### src/rtl/img_pkg.sv
// Shared geometry for the four-bank image RAM and the blocks that fill or read it.
package img_pkg;

  localparam int unsigned IMG_ADDR_W = 13;
  localparam int unsigned IMG_DATA_W = 8;
  localparam int unsigned BANK_NUM   = 4;
  localparam int unsigned BANK_CAP   = 8192;
  localparam int unsigned BANK_SEL_W = $clog2(BANK_NUM);
  localparam int unsigned CAP_W      = $clog2(BANK_CAP) + 1;
  localparam int unsigned AREA_W     = 2 * CAP_W;

  typedef enum logic {StIdle, StRun} wr_state_e;

  // ceil(v/2) kept 33 bits wide so v = 2^32-1 cannot wrap.
  function automatic logic [32:0] half_up(input logic [31:0] v);
    return ({1'b0, v} + 33'd1) >> 1;
  endfunction

endpackage

### src/rtl/img_wr_addr_gen.sv
// Raster row/column walker producing the 2x2-interleaved bank select and bank address.
module img_wr_addr_gen
  import img_pkg::*;
#(
  parameter int unsigned ADDR_W = IMG_ADDR_W
) (
  input  logic                  clk,
  input  logic                  rst,
  input  logic                  i_clear,
  input  logic                  i_step,
  input  logic [31:0]           i_img_x,
  input  logic [ADDR_W-1:0]     i_hx,
  output logic [31:0]           o_row,
  output logic [BANK_SEL_W-1:0] o_bank,
  output logic [ADDR_W-1:0]     o_addr,
  output logic                  o_col_last
);

  logic [31:0]       r_row;
  logic [31:0]       r_col;
  logic [ADDR_W-1:0] r_row_base;

  assign o_row      = r_row;
  assign o_col_last = (r_col == i_img_x - 32'd1);
  assign o_bank     = {r_row[0], r_col[0]};
  assign o_addr     = r_row_base + r_col[ADDR_W:1];

  always_ff @(posedge clk) begin
    if (rst || i_clear) begin
      r_row      <= '0;
      r_col      <= '0;
      r_row_base <= '0;
    end else if (i_step) begin
      if (o_col_last) begin
        r_col <= '0;
        r_row <= r_row + 32'd1;
        // Odd rows close a bank row pair, so the base moves one half-width on.
        if (r_row[0]) begin
          r_row_base <= r_row_base + i_hx;
        end
      end else begin
        r_col <= r_col + 32'd1;
      end
    end
  end

endmodule

### src/rtl/img_ram_writer.sv
// Raster pixel writer into four 2x2-interleaved RAM banks; frame size is checked at start
// and one pixel per cycle is sustained.
module img_ram_writer
  import img_pkg::*;
#(
  parameter int unsigned ADDR_W = IMG_ADDR_W,
  parameter int unsigned DATA_W = IMG_DATA_W
) (
  input  logic              clk,
  input  logic              rst,
  input  logic              start,
  input  logic [31:0]       img0x,
  input  logic [31:0]       img0y,
  input  logic              s_valid,
  input  logic [DATA_W-1:0] s_data,
  output logic              s_ready,
  output logic              ena1,
  output logic              ena2,
  output logic              ena3,
  output logic              ena4,
  output logic              wea1,
  output logic              wea2,
  output logic              wea3,
  output logic              wea4,
  output logic [ADDR_W-1:0] AA1,
  output logic [ADDR_W-1:0] AA2,
  output logic [ADDR_W-1:0] AA3,
  output logic [ADDR_W-1:0] AA4,
  output logic [DATA_W-1:0] DA1,
  output logic [DATA_W-1:0] DA2,
  output logic [DATA_W-1:0] DA3,
  output logic [DATA_W-1:0] DA4,
  output logic [31:0]       row_signal,
  output logic              busy,
  output logic              done,
  output logic              size_err
);

  wr_state_e             r_state, w_state_next;
  logic [31:0]           r_img_x, r_img_y;
  logic [ADDR_W-1:0]     r_hx;
  logic [32:0]           w_hx_req, w_hy_req;
  logic [AREA_W-1:0]     w_area;
  logic                  w_start_idle, w_size_zero, w_size_big, w_start_ok;
  logic                  w_accept, w_last, w_col_last;
  logic [31:0]           w_row;
  logic [BANK_SEL_W-1:0] w_bank;
  logic [ADDR_W-1:0]     w_addr;
  logic [BANK_NUM-1:0]   r_en;
  logic [ADDR_W-1:0]     r_aa [BANK_NUM];
  logic [DATA_W-1:0]     r_da;
  logic [31:0]           r_row_sig;
  logic                  r_busy, r_done, r_size_err;

  assign w_hx_req     = half_up(img0x);
  assign w_hy_req     = half_up(img0y);
  assign w_area       = AREA_W'(w_hx_req[CAP_W-1:0]) * AREA_W'(w_hy_req[CAP_W-1:0]);
  assign w_start_idle = (r_state == StIdle) && start;
  assign w_size_zero  = (img0x == 32'd0) || (img0y == 32'd0);
  // The wide halves are tested first, so the narrow product only matters when it cannot wrap.
  assign w_size_big   = (w_hx_req > 33'(BANK_CAP)) || (w_hy_req > 33'(BANK_CAP)) ||
                        (w_area > AREA_W'(BANK_CAP));

  assign s_ready  = (r_state == StRun) && !rst;
  assign w_accept = s_valid && s_ready;
  assign w_last   = w_accept && w_col_last && (w_row == r_img_y - 32'd1);

  always_comb begin
    w_state_next = r_state;
    w_start_ok   = 1'b0;
    unique case (r_state)
      StIdle: begin
        if (w_start_idle && !w_size_zero && !w_size_big) begin
          w_state_next = StRun;
          w_start_ok   = 1'b1;
        end
      end
      StRun: begin
        if (w_last) w_state_next = StIdle;
      end
      default: w_state_next = StIdle;
    endcase
  end

  img_wr_addr_gen #(
    .ADDR_W(ADDR_W)
  ) u_addr_gen (
    .clk       (clk),
    .rst       (rst),
    .i_clear   (w_start_ok),
    .i_step    (w_accept),
    .i_img_x   (r_img_x),
    .i_hx      (r_hx),
    .o_row     (w_row),
    .o_bank    (w_bank),
    .o_addr    (w_addr),
    .o_col_last(w_col_last)
  );

  always_ff @(posedge clk) begin
    if (rst) begin
      r_state    <= StIdle;
      r_img_x    <= '0;
      r_img_y    <= '0;
      r_hx       <= '0;
      r_en       <= '0;
      r_da       <= '0;
      r_row_sig  <= '0;
      r_busy     <= 1'b0;
      r_done     <= 1'b0;
      r_size_err <= 1'b0;
      for (int i = 0; i < BANK_NUM; i++) r_aa[i] <= '0;
    end else begin
      r_state    <= w_state_next;
      r_done     <= (w_start_idle && w_size_zero) || w_last;
      r_size_err <= w_start_idle && !w_size_zero && w_size_big;
      // Held through the done cycle of the frame.
      r_busy     <= (w_state_next == StRun) || w_last;
      if (w_start_ok) begin
        r_img_x <= img0x;
        r_img_y <= img0y;
        r_hx    <= w_hx_req[ADDR_W-1:0];
      end
      if ((w_start_idle && w_size_zero) || w_start_ok) begin
        r_row_sig <= '0;
      end else if (w_accept && w_col_last) begin
        r_row_sig <= r_row_sig + 32'd1;
      end
      r_en <= '0;
      if (w_accept) begin
        r_en[w_bank] <= 1'b1;
        r_aa[w_bank] <= w_addr;
        r_da         <= s_data;
      end
    end
  end

  assign ena1       = r_en[0];
  assign ena2       = r_en[1];
  assign ena3       = r_en[2];
  assign ena4       = r_en[3];
  assign wea1       = r_en[0];
  assign wea2       = r_en[1];
  assign wea3       = r_en[2];
  assign wea4       = r_en[3];
  assign AA1        = r_aa[0];
  assign AA2        = r_aa[1];
  assign AA3        = r_aa[2];
  assign AA4        = r_aa[3];
  assign DA1        = r_da;
  assign DA2        = r_da;
  assign DA3        = r_da;
  assign DA4        = r_da;
  assign row_signal = r_row_sig;
  assign busy       = r_busy;
  assign done       = r_done;
  assign size_err   = r_size_err;

endmodule

### config.mk
export PLATFORM = sky130hd
export DESIGN_NAME = img_ram_writer
export DESIGN_NICKNAME = d
export VERILOG_FILES = /design/src/rtl/img_pkg.sv /design/src/rtl/img_wr_addr_gen.sv /design/src/rtl/img_ram_writer.sv
export SDC_FILE = /design/constraint.sdc
export NUM_CORES = 1
export LEC_CHECK = 0
export ABC_AREA = 1
export BUFFER_PORTS_ARGS = -buffer_cell sky130_fd_sc_hd__clkbuf_2
export CORE_ASPECT_RATIO = 1.2
export CORE_MARGIN = 5
export CORE_UTILIZATION = 30
export CTS_CLUSTER_SIZE = 28
export DETAILED_ROUTE_END_ITERATION = 8
export PLACE_DENSITY = 0.52
export REMOVE_ABC_BUFFERS = 1
export SLEW_MARGIN = 20
export SYNTH_ARGS = -nofsm -noshare
export SYNTH_HDL_FRONTEND = slang
export SYNTH_SLANG_ARGS = --single-unit
### constraint.sdc
create_clock -name clk -period 11.7 [get_ports clk]
set_input_delay 2.34 -clock clk [delete_from_list [all_inputs] [get_ports clk]]
set_output_delay 2.34 -clock clk [all_outputs]
set_load 0.01 [all_outputs]
==> flow_metrics.env <==
export IMPL_core_rowCount=114
export IMPL_holdPathEnd="r_img_x[31]$_SDFFE_PP0P_"
export IMPL_gp_congestion=0.896
export IMPL_synthMuxAreaShare_pct=0
export IMPL_final_fill_count=8951
export IMPL_drtIter0Drc=1460
export IMPL_worstMarginPinSlew_ns=1.02
export IMPL_clk_path_buf_depth=3
export IMPL_slew_headroom_pct=31.8
export IMPL_rsz0062_at_grt="false"
export IMPL_hold_buffers=0
export IMPL_gr_usage_all_layers_pct=18.0
export IMPL_critical_path_top_delay_family="adder cells"
export IMPL_synth_edf_count=52
export IMPL_avgSynthCellArea_um2=6.54
export IMPL_outcome="complete, no violations"
export IMPL_area_growth_pct=12.0
export IMPL_drt_pass1_iterations=6
export IMPL_wire_per_inst_um=16.3
export IMPL_nets=4228
export IMPL_end_kind="flop"
export IMPL_start_util_pct=30.3
export IMPL_die_w_um=271
export IMPL_synth_area_leader_cell="dfxtp_1"
export IMPL_worst_path_max_delay_cell="fa_1"
export IMPL_synth_seq_cells=254
export IMPL_numCtsBuffers=28
export IMPL_dieArea_um2=87300
export IMPL_p_leak_nw=13.4
export IMPL_io_buffers=203
export IMPL_cts_num_sinks=254
export IMPL_yosys_warnings=0
export IMPL_synth_ff_type="dfxtp_1"
export IMPL_worst_path_most_repeated_cell="nand2_1"
export IMPL_cts_root_buf="clkbuf_16"
export IMPL_synth_simple_area_share_pct=37.3
export IMPL_finalSetupViolCount=0
export IMPL_cts_resized=0
export IMPL_synth_cell_types=46
export IMPL_crit_arrival_ns=10.27
export IMPL_synth_top_family_by_area="simple AND/OR/NAND/NOR gates"
export IMPL_die_h_um=323
export IMPL_clk_latency_ns=0.57
export IMPL_cts_setup_buffers=0
export IMPL_finalCritPeriodShare_pct=84.1
export IMPL_hp_start="r_img_x[31]$_SDFFE_PP0P_"
export IMPL_cp_max_fo=59
export IMPL_fin_skew_ns=0.0145
export IMPL_grt_ovfl_total=0
export IMPL_via_per_inst=4.72
export IMPL_drive_gt1_share_pct=8.27
export IMPL_fmax_mhz=102
export IMPL_hold_depth=2
export IMPL_ir_drop_uv=255
export IMPL_yosys_top_cells_area="dfxtp_1 17%, nand2_1 16%, fa_1 12%"
export IMPL_grt_pass1_wl_um=126000
export IMPL_synthesis_area_um2=24400
export IMPL_num_io_pins=204
export IMPL_synth_top_area_share_pct=16.5
export IMPL_grt_pass1_vias=22500
export IMPL_synth_xor_area_share_pct=6.78
export IMPL_async_reset_ff_share_pct=0
export IMPL_synth_compound_area_share_pct=3.25
export IMPL_final_util_pct=33.9
export IMPL_cts_htree_levels=1
export IMPL_slowest_delay_ns=0.60
export IMPL_post_dp_hpwl_um=66200
export IMPL_finalWirelength_um=80900
export IMPL_grt_max_degree=81
export IMPL_hold_violations=0
export IMPL_min_path_type="reg2reg"
export IMPL_vias=23400
export IMPL_r2r_end="u_addr_gen.r_col[27]$_SDFFE_PP0P_"
export IMPL_power_density_nw_per_um2=178
export IMPL_r2r_slack_ns=7.49
export IMPL_reg2reg_depth=16
export IMPL_critPathLaunchType="input port"
export IMPL_maxCapViolCount=0
export IMPL_syn_instance_count=3734
export IMPL_ant_nets=0
export IMPL_coreArea_um2=80700
export IMPL_seq_area_frac_synth_pct=22.9
export IMPL_r2r_start="r_img_x[0]$_SDFFE_PP0P_"
export IMPL_path_buf_inv=7
export IMPL_fin_crit_ns=9.83
export IMPL_clkTransAtPathRegs_ns=0.06
export IMPL_grt_antenna_before_repair=11
export IMPL_synthAdderAreaFrac_pct=18.1
export IMPL_worstPathRequired_ns=12.14
export IMPL_tns_ns=0
export IMPL_cts_tree="built"
export IMPL_slew_violations=0
export IMPL_path_class="in2reg"
export IMPL_drc=0
==> per-layer routing <==
metal	up-vias	part of all wire (%)	wire, um	track usage [%]
li1	11900	-	-	-
met5	-	0.052	42	0
met1	10800	43	35000	22.6
met4	8	3.6	2920	6.18
met2	551	47	38300	31.2
met3	144	5.7	4650	3.39
==> flip-flops by register name (all words and copies together) (netlist names) <==
name	count
r_aa	52
r_img_x	32
r_img_y	32
row_signal	32
u_addr_gen.o_row	32
u_addr_gen.r_col	32
r_hx	13
u_addr_gen.r_row_base	13
DA1	8
r_en	4
busy	1
done	1
r_state	1
size_err	1
==> how the worst max path moves through the flow <==
stage / cells after the start / from / to
CTS: 35 / img0y[0] / u_addr_gen.o_row[18]$_SDFFE_PP0P_
finish: 35 / img0y[0] / u_addr_gen.o_row[22]$_SDFFE_PP0P_
global route: 35 / img0y[0] / u_addr_gen.o_row[22]$_SDFFE_PP0P_
detailed placement: 35 / img0y[0] / u_addr_gen.o_row[22]$_SDFFE_PP0P_
global placement: 35 / img0y[1] / u_addr_gen.o_row[18]$_SDFFE_PP0P_
floorplan: 33 / img0y[0] / row_signal[0]$_SDFFE_PP0P_
==> worst min-delay path, cell delays in order (launching register included) <==
cell and delay (ns):
dfxtp_1 0.32, inv_1 0.05, nor2_1 0.03
==> cells in the mapped netlist, types with 27 or more instances <==
cell and number:
a21oi_1 81, buf_4 32, clkbuf_1 51, dfxtp_1 202
edfxtp_1 52, fa_1 143, ha_1 125, inv_1 590
nand2_1 1015, nand3_1 216, nand4_1 124, nor2_1 654
nor3_1 65, nor4_1 27, o21ai_0 42, xnor2_1 53
xor2_1 131
==> layout make-up <==
class	count	area (um2)	area share, %
Multi-Input combinational cell	2770	16000	58.5
Sequential cell	254	5610	20.5
Inverter	600	2250	8.23
Tap cell	1044	1310	4.77
Timing Repair Buffer	230	1220	4.45
Clock buffer	34	774	2.83
Clock inverter	18	189	0.690
Antenna cell	4	10.0	0.0366
==> power breakdown <==
group	internal, mW	leakage (nW)	switching (mW)	total, mW
sequential	0.898	2.16	0.00230	0.901
clock	0.540	0.461	0.396	0.935
combinational	1.09	10.8	1.96	3.05
total	2.53	13.4	2.35	4.89
==> per-stage QoR <==
step | worst slack, ns | instance area (um2) | hold WS, ns | total power, mW | instances
after global placement | 1.31 | 26400 | 0.428 | 3.98 | 4898
after CTS | 1.88 | 27400 | 0.442 | 4.93 | 4950
after detailed placement | 1.26 | 26400 | 0.433 | 3.96 | 4898
after floorplan | 2.14 | 23900 | 0.420 | 3.20 | 3624
final | 1.87 | 27400 | 0.439 | 4.89 | 4954
after global routing | 1.33 | 27400 | 0.458 | 5.39 | 4950
==> placed cells by master (no fill, tap or decap), types with 3 or more instances in the layout <==
cell | synthesis | routed
nand4_1 | 124 | 124
clkinv_2 | 0 | 7
or2_2 | 7 | 7
and2_1 | 3 | 3
nor4_1 | 27 | 27
edfxtp_1 | 52 | 52
clkbuf_16 | 0 | 29
nor3b_1 | 3 | 3
xnor2_1 | 53 | 53
clkinvlp_4 | 0 | 6
xor2_1 | 131 | 131
inv_1 | 590 | 589
nor3_1 | 65 | 64
a31oi_1 | 3 | 3
clkbuf_8 | 0 | 3
bufinv_16 | 0 | 3
nor2_4 | 6 | 8
a21oi_1 | 81 | 81
nor2_1 | 654 | 653
o21ai_0 | 42 | 41
buf_4 | 32 | 27
clkinv_1 | 8 | 8
nand2_2 | 6 | 6
diode_2 | 0 | 4
ha_1 | 125 | 125
dfxtp_1 | 202 | 202
nor2_2 | 15 | 14
o21bai_1 | 11 | 11
fa_1 | 143 | 143
nand3b_1 | 21 | 21
clkbuf_2 | 0 | 203
nand3_1 | 216 | 216
nand2_1 | 1015 | 1015
==> kinds of logic after synthesis <==
| group | count (synthesis) |
|---|---|
| simple gates | 2169 |
| compound gates | 147 |
| xor+xnor | 186 |
| buf+inv | 710 |
| flops | 254 |
| fa+ha+maj | 268 |
Power figures use the tool's default switching activity.
